--- config.mk ---
export PLATFORM = sky130hd
export DESIGN_NAME = trace_mem_ctrl
export DESIGN_NICKNAME = d
export VERILOG_FILES = /design/src/rtl/trace_mem_ctrl_pkg.sv /design/src/rtl/trace_ram.sv /design/src/rtl/trace_mem_ctrl.sv
export SDC_FILE = /design/constraint.sdc
export NUM_CORES = 2
export LEC_CHECK = 0
export CORE_MARGIN = 3
export CORE_UTILIZATION = 40
export DETAILED_ROUTE_END_ITERATION = 8
export GPL_ROUTABILITY_DRIVEN = 0
export PLACE_DENSITY = 0.64
export SYNTH_ARGS = -nofsm -noshare
export SYNTH_HDL_FRONTEND = slang
export SYNTH_SLANG_ARGS = --single-unit
--- constraint.sdc ---
create_clock -name FPGA_CLK_I -period 4.75 [get_ports FPGA_CLK_I]
set_input_delay 0.475 -clock FPGA_CLK_I [delete_from_list [all_inputs] [get_ports FPGA_CLK_I]]
set_output_delay 0.475 -clock FPGA_CLK_I [all_outputs]
set_load 0.02 [all_outputs]
--- src/rtl/trace_mem_ctrl_pkg.sv ---
// Shared sizes and state encoding for the trace memory controller.
// Imported by the controller top and its RAM.
package trace_mem_ctrl_pkg;
  localparam int TRB_WIDTH      = 32;
  localparam int TRB_DEPTH      = 64;
  localparam int TRB_DELAY_BITS = 16;

  typedef enum logic [1:0] {
    ARMED,
    DELAY,
    FROZEN
  } tmc_state_e;
endpackage

--- src/rtl/trace_ram.sv ---
// Simple dual-port word RAM.
// One write port and one registered read port; contents are never reset.
module trace_ram
  import trace_mem_ctrl_pkg::*;
#(
  parameter int WIDTH = TRB_WIDTH,
  parameter int DEPTH = TRB_DEPTH,
  localparam int AW   = $clog2(DEPTH)
) (
  input  logic             FPGA_CLK_I,
  input  logic             we,
  input  logic [AW-1:0]    waddr,
  input  logic [WIDTH-1:0] wdata,
  input  logic             re,
  input  logic [AW-1:0]    raddr,
  output logic [WIDTH-1:0] rdata
);

  logic [WIDTH-1:0] mem [DEPTH];

  always_ff @(posedge FPGA_CLK_I) begin
    if (we) mem[waddr] <= wdata;
    if (re) rdata <= mem[raddr];
  end

endmodule

--- src/rtl/trace_mem_ctrl.sv ---
// Trace buffer / stream FIFO sitting between the tracer and the system bus.
// Trace mode freezes a circular buffer after a delayed trigger.
module trace_mem_ctrl
  import trace_mem_ctrl_pkg::*;
#(
  parameter int WIDTH      = TRB_WIDTH,
  parameter int DEPTH      = TRB_DEPTH,
  parameter int DELAY_BITS = TRB_DELAY_BITS,
  localparam int AW        = $clog2(DEPTH)
) (
  input  logic                  FPGA_CLK_I,
  input  logic                  RST_NI,
  input  logic                  EN_I,
  input  logic                  MODE_I,
  input  logic [DELAY_BITS-1:0] TRG_DELAY_I,
  input  logic                  TRG_EVENT_I,
  input  logic                  STORE_I,
  input  logic [WIDTH-1:0]      DATA_I,
  input  logic                  LOAD_I,
  output logic [WIDTH-1:0]      DATA_O,
  output logic                  LOAD_O,
  output logic                  TRG_EVENT_O,
  output logic [AW-1:0]         TRG_PTR_O,
  input  logic                  SYS_WE_I,
  input  logic [WIDTH-1:0]      SYS_WDATA_I,
  output logic                  SYS_FULL_O,
  input  logic                  SYS_RE_I,
  output logic [WIDTH-1:0]      SYS_RDATA_O,
  output logic                  SYS_VALID_O
);

  localparam logic [AW:0] FULL_CNT = (AW+1)'(DEPTH);

  tmc_state_e            state;
  logic                  mode_q;
  logic [AW-1:0]         wr_ptr, rd_ptr, trg_ptr;
  logic [AW:0]           count;
  logic [DELAY_BITS-1:0] delay_cnt;
  logic                  pending, load_q, sys_valid_q;

  logic             mode_chg, active, load_req, full;
  logic             t_sys_rd, t_load, t_store;
  logic             s_pop, s_push;
  logic [AW-1:0]    wr_nxt, raddr;
  logic [WIDTH-1:0] rdata;

  assign mode_chg = MODE_I != mode_q;
  assign active   = RST_NI && !mode_chg;
  assign load_req = LOAD_I || pending;
  assign full     = count == FULL_CNT;

  assign t_sys_rd = !mode_q && state == FROZEN && SYS_RE_I;
  assign t_load   = !mode_q && load_req && !t_sys_rd;
  assign t_store  = !mode_q && EN_I && STORE_I && state != FROZEN;
  assign wr_nxt   = wr_ptr + AW'(t_store);

  assign s_pop    = mode_q && load_req && count != '0;
  assign s_push   = mode_q && EN_I && SYS_WE_I && (!full || s_pop);

  // Stream pops and frozen readout walk rd_ptr; tracer loads peek wr_ptr.
  assign raddr = (t_sys_rd || mode_q) ? rd_ptr : wr_ptr;

  trace_ram #(.WIDTH(WIDTH), .DEPTH(DEPTH)) u_ram (
    .FPGA_CLK_I (FPGA_CLK_I),
    .we         (active && (t_store || s_push)),
    .waddr      (wr_ptr),
    .wdata      (mode_q ? SYS_WDATA_I : DATA_I),
    .re         (active && (t_sys_rd || t_load || s_pop)),
    .raddr      (raddr),
    .rdata      (rdata)
  );

  always_ff @(posedge FPGA_CLK_I) begin
    if (!RST_NI || mode_chg) begin
      mode_q      <= MODE_I;
      state       <= ARMED;
      wr_ptr      <= '0;
      rd_ptr      <= '0;
      trg_ptr     <= '0;
      count       <= '0;
      delay_cnt   <= '0;
      pending     <= 1'b0;
      load_q      <= 1'b0;
      sys_valid_q <= 1'b0;
    end else begin
      load_q      <= t_load || s_pop;
      sys_valid_q <= t_sys_rd;
      if (mode_q) begin
        if (s_push) wr_ptr <= wr_ptr + AW'(1);
        if (s_pop) rd_ptr <= rd_ptr + AW'(1);
        if (load_req) pending <= count == '0;
        count <= count + (AW+1)'(s_push) - (AW+1)'(s_pop);
      end else begin
        pending <= load_req && t_sys_rd;
        if (t_sys_rd) rd_ptr <= rd_ptr + AW'(1);
        wr_ptr <= wr_nxt;
        unique case (state)
          ARMED: begin
            if (EN_I && TRG_EVENT_I) begin
              trg_ptr <= wr_ptr;
              if (TRG_DELAY_I == '0) begin
                state  <= FROZEN;
                rd_ptr <= wr_nxt;
              end else begin
                delay_cnt <= TRG_DELAY_I;
                state     <= DELAY;
              end
            end
          end
          DELAY: begin
            if (t_store) begin
              delay_cnt <= delay_cnt - DELAY_BITS'(1);
              if (delay_cnt == DELAY_BITS'(1)) begin
                state  <= FROZEN;
                rd_ptr <= wr_nxt;
              end
            end
          end
          FROZEN: state <= FROZEN;
          default: state <= ARMED;
        endcase
      end
    end
  end

  assign LOAD_O      = load_q;
  assign DATA_O      = load_q ? rdata : '0;
  assign SYS_VALID_O = sys_valid_q;
  assign SYS_RDATA_O = sys_valid_q ? rdata : '0;
  assign TRG_EVENT_O = state == FROZEN;
  assign TRG_PTR_O   = trg_ptr;
  assign SYS_FULL_O  = full;

endmodule

# [Word-level counts from Yosys, hierarchy flattened]
# Memory sizes are Yosys's and may differ from the RTL's. A register that Yosys moved wholly into a read port is not among the register bits.
# Cells that the tools add are included.
[word_totals] reg_bits=47 ram_bits=2048 in_bits=89 elab_cells=96 n_memories=1
[mem_list] name="u_ram.mem" words=64 word_bits=32 read_ports=1 rd_clocked_by_memory_dff=1 write_ports=1 line_no="trace_ram.sv:19" text="logic [WIDTH-1:0] mem [DEPTH];"
[op_classes] addsub=6 n_eq_ne=13 n_mux=27 bitwise=1 n_reduce_logical=38
[ops] op="2-to-1 mux 32 bit" n=3
[ops] op="2-to-1 mux 6 bit" n=10
[ops] op="2-to-1 mux 16 bit" n=3
[ops] op="case mux 16 bit (2 select lines)" n=1
[ops] op="logical AND 1 bit" n=17
[ops] op="equality test 16 x 1 -> 1 bit, second input constant" n=1
[ops] op="logical NOT 16 bit" n=1
[ops] op="subtractor 16 x 1 -> 16 bit, second input constant" n=1
[ops] op="adder 6 x 1 -> 6 bit, second input constant" n=2
[ops] op="case mux 6 bit (2 select lines)" n=1
[ops] op="!= test 2 bit, second input constant" n=5
[ops] op="logical OR 1 bit" n=8
[ops] op="2-to-1 mux 2 bit" n=4
[ops] op="adder 7 x 1 -> 7 bit" n=1
[ops] op="equality test 7 bit, second input constant" n=1
[ops] op="logical NOT 7 bit" n=1
[ops] op="nonzero test 7 bit" n=1
[ops] op="subtractor 7 x 1 -> 7 bit" n=1
[ops] op="adder 6 x 1 -> 6 bit" n=1
[ops] op="!= test 2 x 1 -> 1 bit, second input constant" n=3
[ops] op="case mux 2 bit (3 select lines)" n=1
[ops] op="logical NOT 1 bit" n=5
[ops] op="AND reduction 5 bit" n=1
[ops] op="2-to-1 mux 1 bit" n=4
[ops] op="8 further kinds" n=8

# [Longest topological paths before layout]
[depth] ltp_word=9 mapped_depth=14

# [Hierarchy]
# Synthesis repeated with hierarchy kept, for this count alone.
[unflattened] hier_cells=3819 area_unflattened_um2=82759.4
[modules_own_cells] module="trace_ram" n_inst=1 cells_per_inst=3324 area_per_inst_um2=78835.6
[modules_own_cells] module="trace_mem_ctrl" n_inst=1 cells_per_inst=495 area_per_inst_um2=3923.8

# [Least setup slack after synthesis]
# No wires, ideal clock.
[synth_path] path_kind="flip-flop to flip-flop" startpoint="reg count[4]" endpoint="mem u_ram.mem[61][0] (netlist name) (enable)" setup_time_ns=0.421 arrival_time_ns=3.293 required_ns=4.329 path_slack_ns=1.036 stages_incl_launch_ff=9 n_path_buf=0 synth_period_minus_slack_ns=3.714 path_cell_list="dfxtp_1 > inv_1 > ha_1 > and4bb_2 > a311oi_2 > nor2_1 > nor3_1 > nand3_1 > nor2_1"
[synth_between] elab_chain_len=8 word_cells_on_any_way=10 cone_classes="eq/ne: 1; mux: 2; reduce/logical: 7"
[synth_lines] element="start, declared" line_no="trace_mem_ctrl.sv:37" text="logic [AW:0] count;"
[synth_lines] element="start signal, assigned" line_no="trace_mem_ctrl.sv:92" text="count <= count + (AW+1)'(s_push) - (AW+1)'(s_pop);"
[synth_lines] element="equality test 7 bit / nonzero test 7 bit (equally long branches)" line_no="trace_mem_ctrl.sv:50, trace_mem_ctrl.sv:57"
[synth_lines] element="logical NOT 1 bit / logical AND 1 bit (equally long branches)" line_no="trace_mem_ctrl.sv:58, trace_mem_ctrl.sv:57"
[synth_lines] element="logical OR 1 bit (*)" line_no="trace_mem_ctrl.sv:58" text="assign s_push = mode_q && EN_I && SYS_WE_I && (!full || s_pop);"
[synth_lines] element="logical AND 1 bit (*)" line_no="trace_mem_ctrl.sv:58"
[synth_lines] element="logical OR 1 bit (*)" line_no="trace_mem_ctrl.sv:65" text=".we (active && (t_store || s_push)),"
[synth_lines] element="logical AND 1 bit (*)" line_no="trace_mem_ctrl.sv:65"
[synth_lines] element="2-to-1 mux 1 bit (*)" line_no="trace_ram.sv:22" text="if (we) mem[waddr] <= wdata;"
[synth_lines] element="2-to-1 mux 1 bit (not written as such) (*)" line_no="trace_ram.sv:22"
[synth_lines] element="end, declared" line_no="trace_ram.sv:19"
# Mark *: on every way between the ends. The rest lies on a longest branch, timed or not.

# [Worst setup path in the final report]
[layout_path] startpoint="reg state[0]" endpoint="reg u_ram.rdata[4] (read register of u_ram.mem), data pin"
[layout_between] elab_chain_len=8 word_cells_on_any_way=10 cone_classes="eq/ne: 1; mux: 1; reduce/logical: 8"
[layout_lines] element="start, declared" line_no="trace_mem_ctrl.sv:34" text="tmc_state_e state;"
[layout_lines] element="start signal, assigned" line_no="trace_mem_ctrl.sv:76" text="state <= ARMED;"
[layout_lines] element="start signal, assigned" line_no="trace_mem_ctrl.sv:102" text="state <= FROZEN;"
[layout_lines] element="start signal, assigned" line_no="trace_mem_ctrl.sv:106" text="state <= DELAY;"
[layout_lines] element="equality test 2 bit (*)" line_no="trace_mem_ctrl.sv:52" text="assign t_sys_rd = !mode_q && state == FROZEN && SYS_RE_I;"
[layout_lines] element="logical AND 1 bit (*) (2 in series)" line_no="trace_mem_ctrl.sv:52"
[layout_lines] element="logical NOT 1 bit" line_no="trace_mem_ctrl.sv:53" text="assign t_load = !mode_q && load_req && !t_sys_rd;"
[layout_lines] element="logical AND 1 bit" line_no="trace_mem_ctrl.sv:53"
[layout_lines] element="logical OR 1 bit (2 in series)" line_no="trace_mem_ctrl.sv:68" text=".re (active && (t_sys_rd || t_load || s_pop)),"
[layout_lines] element="logical AND 1 bit" line_no="trace_mem_ctrl.sv:68"
[layout_lines] element="end, declared" line_no="trace_ram.sv:16" text="output logic [WIDTH-1:0] rdata"
# Marks and branches as above.
# A chain may end at the register's enable or synchronous reset.

==> qor.yml <==
logic_synthesis:
  synth_area_leader_cell: "edfxtp_1"
  synth_ff_type: "edfxtp_1"
  synth_cell_types: 61
  postSynth.asyncResetShare_pct: 0
  synth-edff-count: 2081
  syn_area_per_cell_um2: 17.9
  synth_area_leaders: "edfxtp_1 75%, mux2i_1 13%, o22ai_1 3.9%, dfxtp_1 1.1%, buf_2 0.76%"
  yosys.area.top_type_share_pct: 75.4
  ys_ff_latch: 2127
  netlist_instances: 4626
  syn_nets: 4734
  syn_area_um2: 82900
  ys_seq_area_share_pct: 76.5
  yosysWarnings: 0
timing:
  finalHoldViolCount: 0
  relSlewSlack_pct: 11.3
  final-setup-viol-count: 0
  tightest_slew_ps: 1330
  final_max_slew_viol_count: 0
  fin_crit_sh_pct: 94.4
  layout_setup_ws_ps: 267
  fmax_mhz: 223
  rsz0062_at_grt: "no"
  finClkSkew_ps: 44.1
  whs_ps: 218
  min_period_ps: 4480
  fin_setup_tns_ps: 0
routing:
  route.detailed.drc: 0
  postRouteAntennaNets: 0
  vias_per_cell: 5.83
  finalWirelength_mm: 236
  vias: 46100
  drtIter0Drc: 5028
  firstDrtPassIters: 6
  post_drt_wl_per_cell_um: 29.8
die:
  start_util_pct: 40.4
  die_area_um2: 213000
  dieWidth_um: 461
  core_um2: 205000
  rows: 166
  die_h_um: 461
  io_pins: 163
pwr:
  ir_drop_mv: 0.390
  power_leakage_nw: 37.0
  p_per_area_nw_per_um2: 394
clock_network:
  clock_latency_ps: 870
  cts_buffer_depth: 3
  numCtsBuffers: 204
  ctsResizeCount: 0
  clk_pin_slew_worst_paths_ps: 60
  cts_hold_buffers: 0
  tritoncts: "yes"
  htreeDepth: 4
  cts_root_buf: "clkbuf_16"
  cts_sinks: 2127
  postCtsSetupRepairBufs: 0
critical_path:
  crit_start: "state[0]"
  crit_required_ps: 5290
  reg2reg_slack_ps: 270
  cp.arrival_ps: 5020
  cp_common_cell: "buf_12"
  path_max_fanout: 46
  crit_path_end_kind: "flip-flop"
  crit_path_cell_trace: "inv_1 -> ha_1 -> a21oi_4 -> mux2i_4 -> buf_12 -> buf_12 -> buf_12 -> mux2i_1 -> o22ai_1 -> o41ai_1 -> o2111ai_1"
  r2r_end: "u_ram.rdata[4]"
  crit_path_top_delay_cell: "o41ai_1"
  rr_worst_depth: 11
  worst_setup_path_endpoint: "u_ram.rdata[4]"
  r2r_start: "state[0]"
  critPathMaxStageDelay_ps: 1120
  criticalPathCategory: "reg -> reg"
  cp-start-kind: "flip-flop"
finish:
  area_growth_pct: 17.0
  num-nets-final: 5155
  final_common_cell: "edfxtp_1"
  drive_gt1_share_pct: 14.5
  fillers: 17000
  final_cell_mix: "2,081 x edfxtp_1, 1,040 x mux2i_1, 518 x o22ai_1"
global_routing:
  antenna_found_initial: 12
  grt_max_degree: 65
  grt_pass1_vias: 45000
  track_usage_pct: 21.8
  grt_pass1_wl_mm: 331
  grt-ovfl-total: 0
placement:
  dp_hpwl_mm: 136
  pre_cts_slack_ps: 99.0
  io_buffers: 162
run_status:
  outcome: "finished, final reports clean"
run:
  maxCapViolCount: 0
worst_hold_path:
  hold_path.class: "in -> reg"
sequential cells by signal (all words and copies together) (netlist names):
register / cells
delay_cnt: 16
u_ram.rdata: 32
u_ram.mem: 2048
pending: 1
rd_ptr: 6
SYS_VALID_O: 1
count: 7
state: 2
wr_ptr: 6
TRG_PTR_O: 6
LOAD_O: 1
mode_q: 1
power breakdown:
group          internal (W)  switching (W)
sequential           0.0209      0.0000487
combinational      0.000657        0.00139
clock               0.00843        0.00686
total                0.0300        0.00830
cells by family (layout without fill, tap and decap cells):
logic type / Yosys count / count (layout) / synth area share, %
AOI/OAI and AO/OA: 740 / 740 / 6.27
xor gates and xnor gates: 21 / 21 / 0.222
adders and majority gates: 19 / 19 / 0.296
buffers and inverters: 296 / 888 / 1.61
DFF: 2127 / 2127 / 76.5
muxes: 1076 / 1076 / 13.0
other: 0 / 5 / 0
and+or+nand+nor: 347 / 347 / 2.09
critical path: cells and delay by family, from the launching register on:
| kind | cells | cell delay (ps) |
|---|---|---|
| buffers and inverters | 4 | 770 |
| AO/OA/AOI/OAI | 4 | 2000 |
| multiplexers | 2 | 650 |
| adder cells (fa/ha/maj) | 1 | 280 |
| flip-flops | 1 | 360 |
metal layers:
layer	routed length (µm)	global-route usage [%]
met1	96300	30.2
met2	108000	33.9
met3	23300	4.85
met4	7840	7.69
met5	14	0
metrics by stage:
stage | util (%) | instances | total power, W | instance area, µm²
after floorplan | - | 4626 | 0.0225 | 82900
after global placement | 44.2 | 7529 | 0.0233 | 90800
after detailed placement | 44.2 | 7529 | 0.0234 | 90800
after CTS | 47.2 | 7906 | 0.0385 | 97000
after global routing | 47.2 | 7907 | 0.0393 | 97000
final | 47.2 | 7911 | 0.0383 | 97100
how the worst min path moves through the flow:
stage	from	to	slack, ps	cells past startpoint
final	MODE_I	mode_q	220	1
after CTS	MODE_I	mode_q	170	1
after detailed placement	delay_cnt[1]	delay_cnt[1]	480	2
after global routing	MODE_I	mode_q	190	1
after global placement	delay_cnt[10]	delay_cnt[10]	460	2
after floorplan	delay_cnt[1]	delay_cnt[1]	440	2
cell usage after synthesis, types with 4 or more instances:
library cell	n
inv_1	16
a211oi_1	15
o41ai_1	71
o31ai_1	4
nand3_1	15
or2_2	4
nand2b_1	7
nor3_1	10
dfxtp_1	46
o21ai_0	12
or3_1	9
o2111ai_1	32
buf_2	126
mux2_2	35
nand3b_1	6
xor2_1	8
and2_1	66
a22oi_1	4
nor4_1	37
xnor2_1	13
ha_1	18
a221oi_1	6
clkbuf_1	113
nor2_1	115
a21oi_1	26
buf_1	24
o41ai_2	25
o22ai_1	518
nand2_1	64
mux2i_1	1041
buf_4	12
edfxtp_1	2081
layout make-up:
cell class	count	area, µm²	share of cell area (%)
Sequential cell	2127	63400	65.3
Inverter	18	67.6	0.0696
Timing Repair Buffer	493	5180	5.34
Tap cell	2688	3360	3.47
Multi-Input combinational cell	2203	18800	19.4
Clock inverter	112	805	0.829
Antenna cell	5	12.5	0.0129
Clock buffer	265	5430	5.59
(Power assumes the default switching activity.)
